`src/rtl/fp_mac_pkg.sv`:
```
// Shared definitions for the FP partial-product alignment path:
// default widths, collector state encoding and partial-product field slices.
package fp_mac_pkg;

  localparam int EXP_W_DEF = 5;
  localparam int PP_W_DEF  = 5;

  // Partial product layout: sign on top, magnitude below it
  localparam int PP_SIGN   = PP_W_DEF - 1;
  localparam int PP_MAG_HI = PP_W_DEF - 2;
  localparam int PP_MAG_LO = 0;

  typedef enum logic {
    FILL  = 1'b0,
    DRAIN = 1'b1
  } state_t;

endpackage

```
`src/rtl/pp_group_buf.sv`:
```
// Group buffer: N x W register file, synchronous write,
// asynchronous read.
module pp_group_buf #(
  parameter int N     = 8,
  parameter int W     = 10,
  parameter int IDX_W = $clog2(N)
) (
  input  logic             clk,
  input  logic             we,
  input  logic [IDX_W-1:0] waddr,
  input  logic [W-1:0]     wdata,
  input  logic [IDX_W-1:0] raddr,
  output logic [W-1:0]     rdata
);

  logic [W-1:0] mem [N];

  always_ff @(posedge clk) begin
    if (we) begin
      mem[waddr] <= wdata;
    end
  end

  assign rdata = mem[raddr];

endmodule

```
`src/rtl/exp_max_collect.sv`:
```
// Collects a group of partial products, finds the max exponent over
// nonzero beats, then replays the group with that max attached.
module exp_max_collect
  import fp_mac_pkg::*;
#(
  parameter int N_PP  = 8,
  parameter int EXP_W = EXP_W_DEF,
  parameter int PP_W  = PP_W_DEF
) (
  input  logic             clk,
  input  logic             rst,
  input  logic             in_valid,
  output logic             in_ready,
  input  logic [EXP_W-1:0] in_exp,
  input  logic [PP_W-1:0]  in_pp,
  output logic             out_valid,
  input  logic             out_ready,
  output logic [EXP_W-1:0] out_exp,
  output logic [EXP_W-1:0] out_exp_max,
  output logic [PP_W-1:0]  out_pp,
  output logic             out_last
);

  localparam int IDX_W = $clog2(N_PP);
  localparam int ENT_W = EXP_W + PP_W;
  localparam logic [IDX_W-1:0] LAST = IDX_W'(N_PP - 1);

  state_t state, state_n;

  logic [IDX_W-1:0] wr_idx;
  logic [IDX_W-1:0] rd_idx;
  logic [EXP_W-1:0] exp_max_r;
  logic [EXP_W-1:0] run_max;
  logic [EXP_W-1:0] max_n;
  logic             seen_nz;
  logic             mag_nz;
  logic             accept;
  logic             fire;
  logic [ENT_W-1:0] rd_data;

  assign accept = in_valid && (state == FILL);
  assign fire   = out_ready && (state == DRAIN);
  assign mag_nz = |in_pp[PP_W-2:PP_MAG_LO];

  // Zero-magnitude beats never contribute to the max
  always_comb begin
    max_n = run_max;
    if (mag_nz && (!seen_nz || (in_exp > run_max))) begin
      max_n = in_exp;
    end
  end

  always_ff @(posedge clk) begin
    if (rst) begin
      state <= FILL;
    end else begin
      state <= state_n;
    end
  end

  always_comb begin
    state_n   = state;
    in_ready  = 1'b0;
    out_valid = 1'b0;
    unique case (state)
      FILL: begin
        in_ready = 1'b1;
        if (in_valid && (wr_idx == LAST)) begin
          state_n = DRAIN;
        end
      end
      DRAIN: begin
        out_valid = 1'b1;
        if (out_ready && (rd_idx == LAST)) begin
          state_n = FILL;
        end
      end
      default: ;
    endcase
  end

  always_ff @(posedge clk) begin
    if (rst) begin
      wr_idx    <= '0;
      rd_idx    <= '0;
      exp_max_r <= '0;
      run_max   <= '0;
      seen_nz   <= 1'b0;
    end else begin
      if (accept) begin
        wr_idx <= wr_idx + 1'b1;
        if (wr_idx == LAST) begin
          exp_max_r <= max_n;
          run_max   <= '0;
          seen_nz   <= 1'b0;
        end else begin
          run_max <= max_n;
          seen_nz <= seen_nz | mag_nz;
        end
      end
      if (fire) begin
        rd_idx <= rd_idx + 1'b1;
        if (rd_idx == LAST) begin
          run_max <= '0;
          seen_nz <= 1'b0;
        end
      end
    end
  end

  pp_group_buf #(
    .N     (N_PP),
    .W     (ENT_W),
    .IDX_W (IDX_W)
  ) u_buf (
    .clk   (clk),
    .we    (accept),
    .waddr (wr_idx),
    .wdata ({in_exp, in_pp}),
    .raddr (rd_idx),
    .rdata (rd_data)
  );

  assign {out_exp, out_pp} = rd_data;
  assign out_exp_max = exp_max_r;
  assign out_last    = (state == DRAIN) && (rd_idx == LAST);

endmodule
```
`config.mk`:
```
export PLATFORM = sky130hd
export DESIGN_NAME = exp_max_collect
export DESIGN_NICKNAME = d
export VERILOG_FILES = /design/src/rtl/fp_mac_pkg.sv /design/src/rtl/pp_group_buf.sv /design/src/rtl/exp_max_collect.sv
export SDC_FILE = /design/constraint.sdc
export NUM_CORES = 1
export LEC_CHECK = 0
export BUFFER_PORTS_ARGS = -buffer_cell sky130_fd_sc_hd__buf_4
export CORE_UTILIZATION = 46
export CTS_CLUSTER_SIZE = 20
export DETAILED_ROUTE_END_ITERATION = 16
export PLACE_DENSITY_LB_ADDON = 0.08
export SETUP_SLACK_MARGIN = 0.05
export SYNTH_ARGS = -nofsm -noshare
export SYNTH_HDL_FRONTEND = slang
export SYNTH_HIERARCHICAL = 1
export SYNTH_SLANG_ARGS = --single-unit
```
`constraint.sdc`:
```
create_clock -name clk -period 2 [get_ports clk]
set_input_delay 0.4 -clock clk [delete_from_list [all_inputs] [get_ports clk]]
set_output_delay 0.4 -clock clk [all_outputs]
set_load 0.03 [all_outputs]
```
# After elaboration in Yosys (flattened, before gate mapping)
# Memory sizes are Yosys's and may differ from the RTL's. A register that Yosys moved wholly into a read port is not among the register bits.
# Cells that the tools add are included.
# classes
muxes	18
reduce_logical	10
n_eq_ne	2
add_sub_neg	2
n_lt_le_gt_ge	1
n_bitwise	2
# op_table
op	n
$mux W5	5
$mux W1	10
$add A3 B1 Y3 const B	2
$eq A3 B3 Y1 const B	2
$logic_and A1 B1 Y1	6
$mux W3	2
$gt A5 B5 Y1	1
$reduce_or A4 Y1	1
$pmux W1 S2	1
$reduce_and A2 Y1	1
$logic_not A1 Y1	1
$logic_or A1 B1 Y1	1
$not A1 Y1	1
$or A1 B1 Y1	1
# totals
wordCells	42
reg_bits	18
input_bits	14
ram_bits	80
n_memories	1
# memory_table
memory	depth	word_bits	read_ports	rd_clocked_by_memory_dff	write_ports	line	source
u_buf.mem	8	10	1	1	1	pp_group_buf.sv:16	logic [W-1:0] mem [N];

# Depth between registers and ports, before layout
# Gate-level depths: netlist of run 1.
# depth
depth_word	8
mapped_depth	7
ltp_nobuf	7

# Hierarchy
# Netlist of run 1, hierarchy kept.
# by_module_without_submodules
module	instances	cells_per_inst	area_per_inst_um2
pp_group_buf	1	128	3133.0
exp_max_collect	1	110	948.4

# Least setup slack after synthesis of run 1
# OpenSTA, ideal clock, no wires.
# synth_path
path_type	register to register
startpoint	register state
endpoint	memory u_buf.mem[0][0], enable pin
synth_period_minus_slack_ns	2.066
path_slack_ns	-0.066
arrival_ns	1.677
path_stages_with_launch	6
t_required_ns	1.610
path_cell_list	dfxtp_1 -> inv_2 -> nand2_4 -> inv_4 -> nand2b_1 -> nor3_1
# synth_between
elab_chain_len	4
# synth_lines
element	line	source
start, declared	exp_max_collect.sv:28	state_t state, state_n;
start signal, assigned	exp_max_collect.sv:57	state <= state_n;
$not A1 Y1	n/a	
$logic_and A1 B1 Y1	exp_max_collect.sv:41	assign accept = in_valid && (state == FILL);
via accept	exp_max_collect.sv:37	logic accept;
$mux W1	pp_group_buf.sv:19	if (we) begin
$mux W1 (implied by the code)	pp_group_buf.sv:20	mem[waddr] <= wdata;
end, declared	pp_group_buf.sv:16	
# The timed path passes the listed nets, and every way through them passes these cells.

==> results of run 1 <==
==> metrics by stage <==
stage / power, W / setup TNS, ps / setup slack (ps) / instance area [µm²] / hold WS, ps
after detailed placement: 0.00261 / -0.238 / -0.238 / 4620 / 480
after CTS: 0.00397 / -3450 / -344 / 5000 / 278
after global routing: 0.00409 / -3960 / -397 / 5020 / 277
after global placement: 0.00261 / 0 / 2.14 / 4620 / 478
final: 0.00395 / -3230 / -330 / 5020 / 291
after floorplan: 0.00248 / 0 / 160 / 4090 / 452
==> cells by family after synthesis <==
family                   Yosys count  share of synthesized area (%)
adder cells (fa/ha/maj)            9                           2.76
flip-flops                        98                           67.7
AND/OR/NAND/NOR                   57                           6.99
buffers and inverters             15                           1.84
multiplexers                      30                           15.6
XOR/XNOR                           2                          0.429
AO/OA/AOI/OAI                     27                           4.66
==> synth_stat cells (3+ instances only) <==
cell type / count / area [µm²]
nand2b_1: 4 / 25.0
dfxtp_1: 18 / 360
nor2_1: 22 / 82.6
ha_1: 9 / 113
a311oi_1: 5 / 43.8
o21ai_1: 5 / 25.0
mux2_2: 10 / 113
a21oi_1: 6 / 30.0
nand3_1: 7 / 35.0
nand2_1: 13 / 48.8
edfxtp_1: 80 / 2400
a211o_1: 3 / 26.3
inv_1: 6 / 22.5
mux4_1: 20 / 526
clkbuf_1: 3 / 11.3
a22o_1: 4 / 35.0
==> sequential cells by signal, indices dropped and copies added (netlist names) <==
signal and count:
out_exp_max 5, u_buf/mem 80, wr_idx 3, run_max 5, state 1, rd_idx 3
seen_nz 1
==> final cells by class <==
class	instances	share of cell area, %
Clock buffer	10	2.54
Inverter	8	0.648
Sequential cell	98	55.1
Clock inverter	5	1.57
Timing Repair Buffer	62	12.4
Multi-Input combinational cell	125	25.2
Tap cell	105	2.62
==> routing by layer <==
layer | up-vias | track usage [%] | part of all wire [%]
li1 | 1063 | - | -
met1 | 1139 | 27.8 | 43
met2 | 75 | 31.8 | 48
met3 | 12 | 3.48 | 6.7
met4 | 0 | 9.45 | 1.4
met5 | - | 0 | 0
==> power by group through the flow <==
stage                     combinational (W)  sequential, W  clock (W)
after floorplan                    0.000160        0.00232          0
after CTS                          0.000315        0.00228    0.00137
after global routing               0.000350        0.00228    0.00146
after detailed placement           0.000292        0.00232          0
final                              0.000322        0.00228    0.00135
after global placement             0.000288        0.00232          0
==> path summary, 6_finish.rpt <==
| check | startpoint | end | slack, ps | depth (start not counted) |
|---|---|---|---|---|
| worst min register to register | wr_idx[2]$_SDFFE_PP0P_ | wr_idx[2]$_SDFFE_PP0P_ | 490 | 2 |
| worst max-delay path | rd_idx[0]$_SDFFE_PP0P_ | out_exp[4] | -330 | 5 |
| worst min-delay path | in_pp[4] | u_buf/mem[4][4]$_DFFE_PP_ | 290 | 1 |
| worst max register to register | rd_idx[0]$_SDFFE_PP0P_ | run_max[1]$_SDFF_PP0_ | 120 | 9 |
==> critical path, delay by kind of cell, from the launching register on <==
family                 cells  cell delay (ps)
buffers and inverters      3              400
DFF                        1              400
muxes                      2              780
==> timing repair <==
item | CTS | global route
setup endpoints to repair | 11 | 17
pin swaps | 1 | 6
cloned | 3 | 0
gates resized for setup | 51 | 6
buffers inserted | 4 | 0
endpoints found under the hold margin | 0 | 0
==> results.json, run 1 <==
{
  "postSynthCellCount": 238,
  "grt_pass1_vias": 2304,
  "max_stage_delay_ps": 490,
  "setup_viol_count_final": 11,
  "syn_to_final_growth_pct": 23.0,
  "p_seq_share_pct": 57.6,
  "antenna_cells": 0,
  "ctsHoldBuffers": 0,
  "synth-main-ff-cell": "edfxtp_1",
  "cp-start-kind": "register",
  "clkTransAtPathRegs_ps": 90,
  "cap_viol_max_count": 0,
  "hold_viol_final": 0,
  "die_height_um": 96.2,
  "wirelength_um": 8460,
  "dp.cells": 391,
  "final_common_cell": "edfxtp_1",
  "ir_worst_vdd_mv": 0.337,
  "grt_pass1_wl_um": 13100,
  "ys_async_sr_fraction_pct": 0,
  "final_layout_size_suffix_gt1_share_pct": 40.3,
  "syn_avg_cell_area_um2": 17.1,
  "firstDrtPassIters": 4,
  "internal_power_w": 0.00310,
  "relSlewSlack_pct": 78.8,
  "p_switching_w": 0.000851,
  "numClockSinks": 98,
  "fmax_mhz": 429,
  "numPortBuffers": 31,
  "leakage_nw": 1.76,
  "pwr-share-comb_pct": 8.1,
  "hold_path.class": "primary input to register",
  "worstPathCellList": "buf_12 -> buf_16 -> mux4_2 -> mux2_4 -> buf_6",
  "avgViaCountPerCell": 5.54,
  "ys_types": 35,
  "core_um2": 8380,
  "stdcell_count": 413,
  "drc": 0,
  "critPathRequiredTime_ps": 1600,
  "finClkSkew_ps": 4.23,
  "fin_util_pct": 59.9,
  "std_cell_rows": 33,
  "multi_input_area_um2": 1260,
  "dp_hpwl_um": 4960,
  "status": "complete, but fails checks",
  "vias": 2289,
  "clockPowerShare_pct": 34.2,
  "mostFrequentLayoutCells": "edfxtp_1, buf_4, nor2_1, mux4_2, dfxtp_1",
  "ys_warn_count": 6,
  "ctsRootBufferMaster": "clkbuf_8",
  "max_slew.worst_pin.slew_ps": 317,
  "grt_use_total_pct": 20.4,
  "die_x_um": 96.2,
  "numCtsBuffers": 9,
  "first_iter_violations": 135,
  "antenna_found_initial": 0,
  "crit_path_end_kind": "output pin",
  "wl_per_cell_um": 20.5,
  "grt_max_degree": 21,
  "ios": 32,
  "ys_ff_latch": 98,
  "seq_area_frac_synth_pct": 67.7,
  "nNetsFinal": 327,
  "gp_congestion": 0.805,
  "crit_slowest_cell": "mux4_2",
  "drv_slew": 0,
  "regArea_um2": 2770,
  "sw_frac_of_total_pct": 21.5,
  "fin_crit_sh_pct": 116,
  "die-area_um2": 9250,
  "synth_enable_flop_cells": 80,
  "worstPathArrival_ps": 1930,
  "finalCriticalPeriod_ps": 2330,
  "syn-num-nets": 261,
  "setup_slack_ps": -330,
  "powerDensity_nw_per_um2": 786,
  "nFillCells": 662,
  "initial_core_util_pct": 48.7,
  "clock_path_buffers": 2,
  "clk_latency_ps": 350,
  "ant_nets": 0,
  "rsz0062_at_grt": "yes",
  "syn_area_um2": 4080,
  "critical_path_peak_fanout": 5,
  "violations": "setup timing",
  "cts_max_level": 3,
  "cts_tree": "built",
  "grt_overflow": 0,
  "timing_worst_setup_path_type": "register to output pin"
}
(Power assumes the default switching activity.)
==> run 2: changes to the inputs <==
ABC_AREA = 1   (was default)
==> results.json, run 2 <==
{
  "status": "complete, no violations",
  "r2r_setup_slack_ps": 400,
  "cts_tree": "built",
  "fin_crit_sh_pct": 97.6,
  "numCtsBuffers": 9,
  "reg2reg_depth": 14,
  "cts_max_level": 3,
  "die-area_um2": 10500,
  "critPathRequiredTime_ps": 1600,
  "syn_to_final_growth_pct": 21.8,
  "p_switching_w": 0.000863,
  "numPortBuffers": 31,
  "ys_top_cells_by_count": "nand2_1, inv_1, edfxtp_1",
  "setup_slack_ps": 48.6,
  "relSlewSlack_pct": 75.7,
  "crit_slowest_cell": "dfxtp_4",
  "critical_path_peak_fanout": 20,
  "std_cell_rows": 36,
  "ctsRootBufferMaster": "clkbuf_8",
  "grt_overflow": 0,
  "vias": 3326,
  "grt_pass1_vias": 3234,
  "multi_input_area_um2": 1480,
  "clkTransAtPathRegs_ps": 80,
  "powerDensity_nw_per_um2": 652,
  "synth-main-ff-cell": "edfxtp_1",
  "antenna_found_initial": 0,
  "ys_types": 23,
  "synthTopCellsByArea": "edfxtp_1, nand2_1, inv_1",
  "fin_util_pct": 57.7,
  "final_cell_area_um2": 5640,
  "clk_latency_ps": 360,
  "ys_warn_count": 6,
  "regArea_um2": 2770,
  "hold_viol_final": 0,
  "rsz0062_at_grt": "yes",
  "postSynthCellCount": 509,
  "internal_power_w": 0.00281,
  "drc": 0,
  "max_slew.worst_pin.slew_ps": 364,
  "top_register": "u_buf/mem",
  "final_common_cell": "nand2_1",
  "avgViaCountPerCell": 4.74,
  "r2r_start": "run_max[4]$_SDFF_PP0_",
  "setup_viol_count_final": 0,
  "die_height_um": 102,
  "r2r_end": "out_exp_max[1]$_SDFFE_PP0P_",
  "worstPathCellList": "buf_12 -> inv_16 -> nand2_1 -> nand3_2 -> nand2_1 -> nand2_1 -> nand2_2 -> buf_6",
  "syn_avg_cell_area_um2": 9.10,
  "synth_enable_flop_cells": 80,
  "finalCriticalPeriod_ps": 1950,
  "initial_core_util_pct": 47.4,
  "max_stage_delay_ps": 410,
  "first_iter_violations": 144,
  "dp_hpwl_um": 6340,
  "p_seq_share_pct": 61.8,
  "ys_async_sr_fraction_pct": 0,
  "syn_area_um2": 4630,
  "timing_worst_setup_path_type": "register to output pin",
  "grt_max_degree": 21,
  "preCtsSetupSlack_ps": 203,
  "crit_end": "out_pp[1]",
  "finClkSkew_ps": 6.80,
  "sw_frac_of_total_pct": 23.5,
  "die_x_um": 102,
  "yosysMostFrequentCell": "nand2_1",
  "gp_congestion": 0.796,
  "core_um2": 9770,
  "leakage_nw": 2.64,
  "ir_worst_vdd_mv": 0.393,
  "largest_reg_flops": 80,
  "wirelength_um": 10300,
  "place_area_um2": 5050,
  "mostFrequentLayoutCells": "nand2_1, inv_1, edfxtp_1",
  "worst-path-stages": 8,
  "grt_pass1_wl_um": 15700,
  "antenna_cells": 0,
  "syn-num-nets": 532,
  "worstPathArrival_ps": 1550,
  "cap_viol_max_count": 0,
  "nFillCells": 891,
  "crit_path_end_kind": "output pin",
  "cpMostUsedCell": "nand2_1",
  "firstDrtPassIters": 4,
  "wl_per_cell_um": 14.7,
  "fmax_mhz": 512,
  "critPathLaunch": "rd_idx[0]$_SDFFE_PP0P_",
  "ios": 32,
  "yosys.area.top_type": "edfxtp_1",
  "crit_buf_inv": 3,
  "cp-start-kind": "register",
  "numClockSinks": 98,
  "hold_path.class": "primary input to register",
  "clock_path_buffers": 2,
  "final_layout_size_suffix_gt1_share_pct": 25.0,
  "ant_nets": 0,
  "seq_area_frac_synth_pct": 59.6,
  "ys_ff_latch": 98,
  "nNetsFinal": 587,
  "path_delay_family": "simple AND/OR/NAND/NOR gates",
  "pwr-share-comb_pct": 9.1,
  "drv_slew": 0,
  "synth_top_area_share_pct": 51.8,
  "grt_use_total_pct": 21.0,
  "clockPowerShare_pct": 29.1
}
==> run 2: worst min path at each step <==
stage,start,end,slack [ps],cells past startpoint
after floorplan,run_max[1]$_SDFF_PP0_,run_max[1]$_SDFF_PP0_,440,2
after global placement,run_max[3]$_SDFF_PP0_,run_max[3]$_SDFF_PP0_,450,2
after detailed placement,run_max[4]$_SDFF_PP0_,run_max[4]$_SDFF_PP0_,460,2
after CTS,in_pp[4],u_buf/mem[2][4]$_DFFE_PP_,260,1
after global routing,in_pp[4],u_buf/mem[2][4]$_DFFE_PP_,280,1
final,in_pp[4],u_buf/mem[2][4]$_DFFE_PP_,280,1
==> run 2: per-stage QoR <==
stage | instances | TNS [ps] | hold WS (ps) | total power, W
finish | 702 | 0 | 278 | 0.00368
global placement | 676 | 0 | 454 | 0.00263
CTS | 698 | 0 | 263 | 0.00370
floorplan | 509 | 0 | 444 | 0.00251
global route | 702 | -37.5 | 278 | 0.00383
detailed placement | 676 | 0 | 456 | 0.00263
==> run 2: logic make-up after synthesis <==
family,after synthesis,synth area share (%)
AO/OA/AOI/OAI,13,1.46
XOR/XNOR,2,0.378
adder cells (fa/ha/maj),9,2.43
buffers and inverters,125,11.8
flip-flops,98,59.6
AND/OR/NAND/NOR,262,24.3
==> run 2: cell type report <==
| class | count | share of cell area (%) |
|---|---|---|
| well taps | 133 | 2.95 |
| multi-input cells | 286 | 26.2 |
| inverters | 109 | 7.56 |
| clock buffers | 11 | 2.33 |
| flip-flops and latches | 98 | 49.0 |
| clock inverters | 5 | 0.377 |
| repair inverters | 1 | 0.355 |
| repair buffers | 59 | 11.2 |
==> run 2: power by group through the flow <==
stage                     combinational (W)  sequential (W)  clock (W)
final                              0.000335         0.00227    0.00107
after global routing               0.000376         0.00228    0.00118
after CTS                          0.000318         0.00227    0.00111
after detailed placement           0.000312         0.00232          0
after global placement             0.000307         0.00232          0
after floorplan                    0.000191         0.00232          0
==> run 2: repair_timing <==
item	CTS	global route
pin swaps	0	42
hold buffers	0	0
endpoints found under the setup margin	11	11
hold endpoints to repair	0	0
gates resized for setup	19	53
setup buffers	3	0
cloned	3	4
==> run 2: layer usage <==
layer | vias to the layer above | track usage [%] | share of wire [%] | wire [µm]
met1 | 1561 | 25.2 | 41 | 4260
met3 | 9 | 2.67 | 5.5 | 565
li1 | 1679 | - | - | -
met5 | - | 0 | 0 | 0
met4 | 0 | 10.3 | 1.7 | 176
met2 | 77 | 37.1 | 52 | 5320
